==> src/rtl/fetch_stage.sv <==
// Instruction fetch stage: owns the PC, issues in-order imem requests under a
// credit limit, buffers responses with their PCs and presents them to decode.
module fetch_stage #(
  parameter logic [31:0] RESET_PC   = 32'h0000_0000,
  parameter int unsigned FIFO_DEPTH = 2
) (
  input  logic        clk,
  input  logic        rst_n,
  output logic        imem_req_valid,
  output logic [31:0] imem_req_addr,
  input  logic        imem_req_ready,
  input  logic        imem_rsp_valid,
  input  logic [31:0] imem_rsp_data,
  output logic        instr_valid,
  output logic [31:0] instr,
  output logic [31:0] instr_pc,
  input  logic        id_ready,
  input  logic        redirect_valid,
  input  logic [31:0] redirect_pc
);

  localparam int unsigned   CW    = $clog2(FIFO_DEPTH + 1);
  localparam int unsigned   PW    = (FIFO_DEPTH > 1) ? $clog2(FIFO_DEPTH) : 1;
  localparam logic [PW-1:0] LAST  = PW'(FIFO_DEPTH - 1);
  localparam logic [CW:0]   DEPTH = (CW + 1)'(FIFO_DEPTH);

  logic [31:0]   pc;
  logic [CW-1:0] outstanding;
  logic [CW-1:0] kill;
  logic [CW-1:0] count;

  logic [31:0]   fifo_data [FIFO_DEPTH];
  logic [31:0]   fifo_pc   [FIFO_DEPTH];
  logic [PW-1:0] rd_ptr;
  logic [PW-1:0] wr_ptr;

  logic [31:0]   aq [FIFO_DEPTH];
  logic [PW-1:0] aq_rd;
  logic [PW-1:0] aq_wr;

  logic          pop;
  logic          fire;
  logic          discard;
  logic          push;
  logic [CW:0]   credit_used;
  logic          unused_bits;

  function automatic logic [PW-1:0] bump(input logic [PW-1:0] p);
    return (p == LAST) ? '0 : p + 1'b1;
  endfunction

  assign unused_bits = &{1'b0, redirect_pc[1:0]};

  assign instr_valid = rst_n & (count != '0);
  assign pop         = instr_valid & id_ready;

  // Credits freed by this cycle's pop are reusable immediately, so id_ready
  // reaches imem_req_valid combinationally.
  assign credit_used    = {1'b0, outstanding} + {1'b0, count} - {{CW{1'b0}}, pop};
  assign imem_req_valid = rst_n & ~redirect_valid & (credit_used < DEPTH);
  assign imem_req_addr  = pc;
  assign fire           = imem_req_valid & imem_req_ready;

  assign discard = (kill != '0) | redirect_valid;
  assign push    = imem_rsp_valid & ~discard;

  assign instr    = instr_valid ? fifo_data[rd_ptr] : 32'h0000_0013;
  assign instr_pc = instr_valid ? fifo_pc[rd_ptr]   : '0;

  always_ff @(posedge clk) begin
    if (!rst_n) begin
      pc          <= RESET_PC;
      outstanding <= '0;
      kill        <= '0;
      count       <= '0;
      rd_ptr      <= '0;
      wr_ptr      <= '0;
      aq_rd       <= '0;
      aq_wr       <= '0;
    end else begin
      if (fire) begin
        pc    <= pc + 32'd4;
        aq_wr <= bump(aq_wr);
      end
      if (imem_rsp_valid) aq_rd <= bump(aq_rd);
      outstanding <= outstanding + CW'(fire) - CW'(imem_rsp_valid);

      if (redirect_valid) begin
        // Everything still in flight after this cycle's response is stale.
        pc     <= {redirect_pc[31:2], 2'b00};
        kill   <= outstanding - CW'(imem_rsp_valid);
        count  <= '0;
        rd_ptr <= '0;
        wr_ptr <= '0;
      end else begin
        if (imem_rsp_valid && kill != '0) kill <= kill - 1'b1;
        if (pop)  rd_ptr <= bump(rd_ptr);
        if (push) wr_ptr <= bump(wr_ptr);
        count <= count + CW'(push) - CW'(pop);
      end
    end
  end

  always_ff @(posedge clk) begin
    if (fire) aq[aq_wr] <= pc;
    if (push) begin
      fifo_data[wr_ptr] <= imem_rsp_data;
      fifo_pc[wr_ptr]   <= aq[aq_rd];
    end
  end

endmodule

==> config.mk <==
export PLATFORM = sky130hd
export DESIGN_NAME = fetch_stage
export DESIGN_NICKNAME = d
export VERILOG_FILES = /design/src/rtl/fetch_stage.sv
export SDC_FILE = /design/constraint.sdc
export NUM_CORES = 1
export LEC_CHECK = 0
export CAP_MARGIN = 20
export CORE_MARGIN = 3
export CORE_UTILIZATION = 48
export DETAILED_ROUTE_END_ITERATION = 8
export PLACE_DENSITY = 0.77
export REMOVE_ABC_BUFFERS = 1
export SKIP_LAST_GASP = 1
export SYNTH_ARGS = -nofsm -noshare
export SYNTH_HDL_FRONTEND = slang
export SYNTH_SLANG_ARGS = --single-unit
==> constraint.sdc <==
create_clock -name clk -period 4.55 [get_ports clk]
set_input_delay 0.91 -clock clk [delete_from_list [all_inputs] [get_ports clk]]
set_output_delay 0.91 -clock clk [all_outputs]
set_load 0.01 [all_outputs]
== Yosys cells after proc, flatten, opt, wreduce, memory -nomap -nowiden ==
Memory sizes are Yosys's and may differ from the RTL's. A register that Yosys moved wholly into a read port is not among the register bits.
Cells that the tools add are included.
W data, S select, Z words.
Word-level totals
  flip-flop bits (word level): 42
  latch bits: 0
  memory bits (writable): 192
  memory bits (read-only): 0
  input port bits: 70
  output and inout bits: 98
  word-level logic and storage cells: 62
  memories: 3
Cells by class
  add/subtract/negate cells: 13
  multiply operators: 0
  div/mod/pow operators: 0
  order comparisons: 1
  eq/ne operators: 0
  shift operators: 0
  muxes and demuxes: 20
  bitwise gates (word level): 10
  reductions and logical operators: 6
Memories
  aq: words 2, width 32, rd ports 1, clocked after Yosys merged registers in 1, wr ports 1, RTL line 37  | logic [31:0] aq [FIFO_DEPTH];
  fifo_data: words 2, width 32, rd ports 1, clocked after Yosys merged registers in 1, wr ports 1, RTL line 32  | logic [31:0] fifo_data [FIFO_DEPTH];
  fifo_pc: words 2, width 32, rd ports 1, clocked after Yosys merged registers in 1, wr ports 1, RTL line 33  | logic [31:0] fifo_pc [FIFO_DEPTH];
Operators by type and width (number)
  $mux W32: 4
  $add A32 B3 Y32 const B: 1
  $mux W1: 14
  $reduce_bool A2 Y1: 4
  $and A1 B1 Y1: 6
  $sub A2 B1 Y2: 3
  $add A1 B1 Y1 const B: 4
  $add A2 B1 Y2: 2
  $mux W2: 2
  $add A2 B2 Y3: 1
  $lt A3 B2 Y1 const B: 1
  $not A1 Y1: 3
  $sub A3 B1 Y3: 1
  $reduce_or A2 Y1: 1
  $sub A2 B1 Y2 const B: 1
  $logic_and A1 B1 Y1: 1
  $or A1 B1 Y1: 1

== Longest topological paths before layout ==
  word-level depth: 9
  mapped depth: 16
  depth with buffers taken out: 14

== Least setup slack after synthesis ==
No wires, ideal clock.
  kind: input-to-reg
  start point: input rst_n
  end point: memory aq[0][10], enable pin
  arrival: 4230 ps
  setup slack: -97 ps
  stages on the path: 12
  cell sequence: buf_2 > o21ai_1 > inv_1 > nand2_1 > xnor2_1 > nand2_1 > fa_1 > nand4b_2 > nor2_2 > inv_2 > clkbuf_1 > nor2_1
On the way
  longest elaborated chain between the ends: 8
  elaborated cells between the ends (all ways): 9
RTL lines
  from (decl): RTL line 8  | input logic rst_n,
  $and A1 B1 Y1: RTL line 54  | assign instr_valid = rst_n & (count != '0);
  via instr_valid: RTL line 14  | output logic instr_valid,
  $and A1 B1 Y1: RTL line 55  | assign pop = instr_valid & id_ready;
  $sub A3 B1 Y3: RTL line 59  | assign credit_used = {1'b0, outstanding} + {1'b0, count} - {{CW{1'b0}}, pop};
  $lt A3 B2 Y1: RTL line 60  | assign imem_req_valid = rst_n & ~redirect_valid & (credit_used < DEPTH);
  $and A1 B1 Y1: RTL line 60
  $and A1 B1 Y1: RTL line 62  | assign fire = imem_req_valid & imem_req_ready;
  $mux W1: RTL line 105  | if (fire) aq[aq_wr] <= pc;
  $mux W1 (not written as such): RTL line 105
  to (decl): RTL line 37
The timed path passes the listed nets, and every way through them passes these cells.

== Final worst setup path ==
  start point: input rst_n
  end point: output imem_req_valid
On the way
  longest elaborated chain between the ends: 5
  elaborated cells between the ends (all ways): 6
RTL lines
  $and A1 B1 Y1: RTL line 54
  $and A1 B1 Y1: RTL line 55
  $sub A3 B1 Y3: RTL line 59
  $lt A3 B2 Y1: RTL line 60
  $and A1 B1 Y1 *: RTL line 60
  to (decl): RTL line 9  | output logic imem_req_valid,
Mark *: on every way between the ends. The rest lies on a longest branch, timed or not.

==> reports/qor.txt <==
================================================================================
Commonest cells after routing, fill and taps aside                  184 x edfxtp_1, 161 x clkdlybuf4s50_1, 78 x nor2_1, 62 x mux2i_1, 42 x nand2_1
Number of diodes                                                               0
Hold violation count in the final report                                       0
Detailed-route DRC error count                                                 0
Avg Vias per Cell                                                           5.50
Clock tree from TritonCTS                                                   done
Number of clock buffers inserted by TritonCTS                                 24
Vias in the first global route                                              6289
Least-Margin Pin Slew                                                     762 ps
Outcome                                                             finished clean
Sw Share                                                                   22.0%
Post-DRT Antenna Nets                                                          0
Req. time, crit path                                                     3640 ps
Worst rel slew slack                                                       49.1%
Placed Cells incl. Taps                                                     1097
Predominant post-synthesis flop cell                                    edfxtp_1
Most common cell after layout, fill and taps aside                      edfxtp_1
Portion of total power attributed to sequential cells                      49.3%
Clock latency at the later pin of the worst-skew pair                     510 ps
Maximum Capacitance Violations                                                 0
Number of H-tree levels                                                        1
Drt first-iter violations                                                    415
Cell Chain, Critical Path                                           clkdlybuf4s50_1 > o21ai_4 > inv_1 > nand2_1 > xnor2_1 > nand2_1 > fa_1 > xnor2_2 > nor3b_1 > clkdlybuf4s50_1
First-pass GRT wire length                                              34000 um
Last weighted congestion value of the routability-driven placer            0.860
Congestion Overflow GR                                                         0
Gate Count Post-Synth                                                        696
Setup TNS after final layout                                                0 ps
WP data arrival                                                          3360 ps
Die boundary height                                                       146 um
Number of buffers on the longest clock path                                    3
Post-Synthesis Mean Instance Area                                      13.6 um^2
Final-report max-slew violation count                                          0
Clock Power Share                                                          40.5%
Share of post-route cells with drive strength above 1                      10.9%
PD cells                                                             398 mW/mm^2
Routed length per placed instance                                        18.4 um
Post-DP HPWL                                                            13700 um
Die outline area                                                     0.0214 mm^2
Fraction of registers with async set or reset after synthesis                 0%
Global router's overall resource usage                                     19.7%
Number of standard-cell rows in the floorplan                                 50
Number of distinct library cells after synthesis                              67
Share of the core filled with cells in the final layout                    64.4%
Core area                                                            0.0190 mm^2
I/O pin cnt                                                                  168
Fin Hold WS                                                               512 ps
Crit path kind                                                            in2out
DRT Wirelength                                                          21000 um
Setup fix buffers added after clock tree synthesis                             0
Int Pwr                                                                  3.80 mW
Clock Pin Slew Worst Setup and Hold Paths                                  60 ps
Number of antenna violations at the first check in global routing              0
Die X                                                                     146 um
Worst path slowest cell                                             clkdlybuf4s50_1
Worst-path maximum fanout                                                      2
Yosys warnings                                                                 0
Buffer type at the clock tree root                                     clkbuf_16
Setup violation total in the final timing report                               0
Sequential share of the synthesized area                                   67.3%
Clock sink total                                                             226
Leak                                                                     3.95 nW
Gates resized, CTS repair                                                      0
Count of hold-fix buffers inserted at cts                                      0
IO buf count                                                                 161
Min Tclk post-route                                                      4270 ps
Post-synth EDFFs                                                             184
Endpoint kind of the worst setup timing path                         output port
Switching power total                                                    1.07 mW
Fin crit share                                                             93.8%
Number of nets in the layout                                                 941
Slowest Stage Delay on Critical Path                                      580 ps
Relative area change from synthesis to final layout                        29.4%
Via count                                                                   6266
#FFs+latches synth                                                           226
Post-Synthesis Cell Area                                            0.00947 mm^2
Hold Path Class                                                          reg2reg
Unrepaired setup endpoints after global routing                            false
Clock skew                                                               8.09 ps
First-pass DRT Iterations                                                      5
Highest clock rate                                                       234 MHz
Non-filler cells, final                                                     1139
Combinational share of power                                               10.2%
Worst voltage drop across the vdd grid                                    295 uV
Pin count of the biggest net entering global routing                          60
Crit path launch type                                                 input port
Initial standard-cell utilization of the core                              49.8%
================================================================================
## sequential cells by signal (all words and copies together), names as in the netlist, named ones only
name,flops
fifo_data,64
aq,60
fifo_pc,60
imem_req_addr,30
count,2
kill,2
outstanding,2
aq_rd,1
aq_wr,1
rd_ptr,1
wr_ptr,1
## worst paths after layout
kind                                        from                  end  slack, ps  depth (start not counted)
setup / recovery                           rst_n       imem_req_valid        280                         10
setup reg to reg             count[1]$_SDFF_PP0_   aq[0][5]$_DFFE_PP_       1460                         12
hold reg to reg   imem_req_addr[30]$_SDFFE_PN0P_  aq[0][30]$_DFFE_PP_        510                          0
hold / removal    imem_req_addr[30]$_SDFFE_PN0P_  aq[0][30]$_DFFE_PP_        510                          0
## cells in the mapped netlist (14+ instances only)
cell,number,area share (%)
mux2_2,30,3.6
nand4_1,15,0.99
nand2_1,42,1.7
mux2i_1,62,6.6
o21ai_0,17,0.90
a21oi_1,14,0.74
inv_1,15,0.59
nor2_1,81,3.2
nor4_1,14,0.93
clkbuf_1,28,1.1
edfxtp_1,184,58
dfxtp_1,42,8.9
## power by group through the flow
stage	Sequential, mW	Clock, mW	Combinational, mW
floorplan	2.45	0	0.237
global placement	2.44	0	0.482
detailed placement	2.45	0	0.493
CTS	2.40	2.02	0.499
global route	2.42	2.10	0.545
finish	2.40	1.98	0.498
## layout make-up
cell class              instances  area, um^2
flip-flops and latches        226        6370
repair buffers                180        1790
multi-input cells             415        2900
clock buffers                  31         648
clock inverters                11         159
fillers                      1478        6770
well taps                     260         325
inverters                      16        60.1
## routing by layer
layer,track usage [%],vias up,part of all wire [%]
met3,4.56,25,8.2
met1,26.0,3030,40
met5,0,-,0
met4,4.94,0,1.4
met2,33.1,244,50
li1,-,2967,-
## worst max-delay path: cells and delay by family
kind / cells / cell delay [ps]
adders and majority gates: 1 / 450
buffers and inverters: 3 / 1190
AOI/OAI and AO/OA: 1 / 70
xor gates and xnor gates: 2 / 310
and+or+nand+nor: 3 / 410
## per-stage QoR
stage	setup WS, ps	total power, mW	instance area [um^2]
floorplan	-2190	2.69	9290
global placement	314	2.93	11400
CTS	291	4.92	12300
detailed placement	328	2.94	11400
finish	280	4.88	12300
global route	92.3	5.06	12300
## logic make-up after synthesis
group                      after synthesis  synth area share, %
AOI/OAI and AO/OA                       84                 6.27
DFF                                    226                 67.3
muxes                                   93                 10.2
other                                    1               0.0396
buffers and inverters                   58                 2.56
and+or+nand+nor                        208                 10.7
xor gates and xnor gates                18                 1.74
adders and majority gates                8                 1.14
No activity file was read; power rests on OpenSTA's default activity.
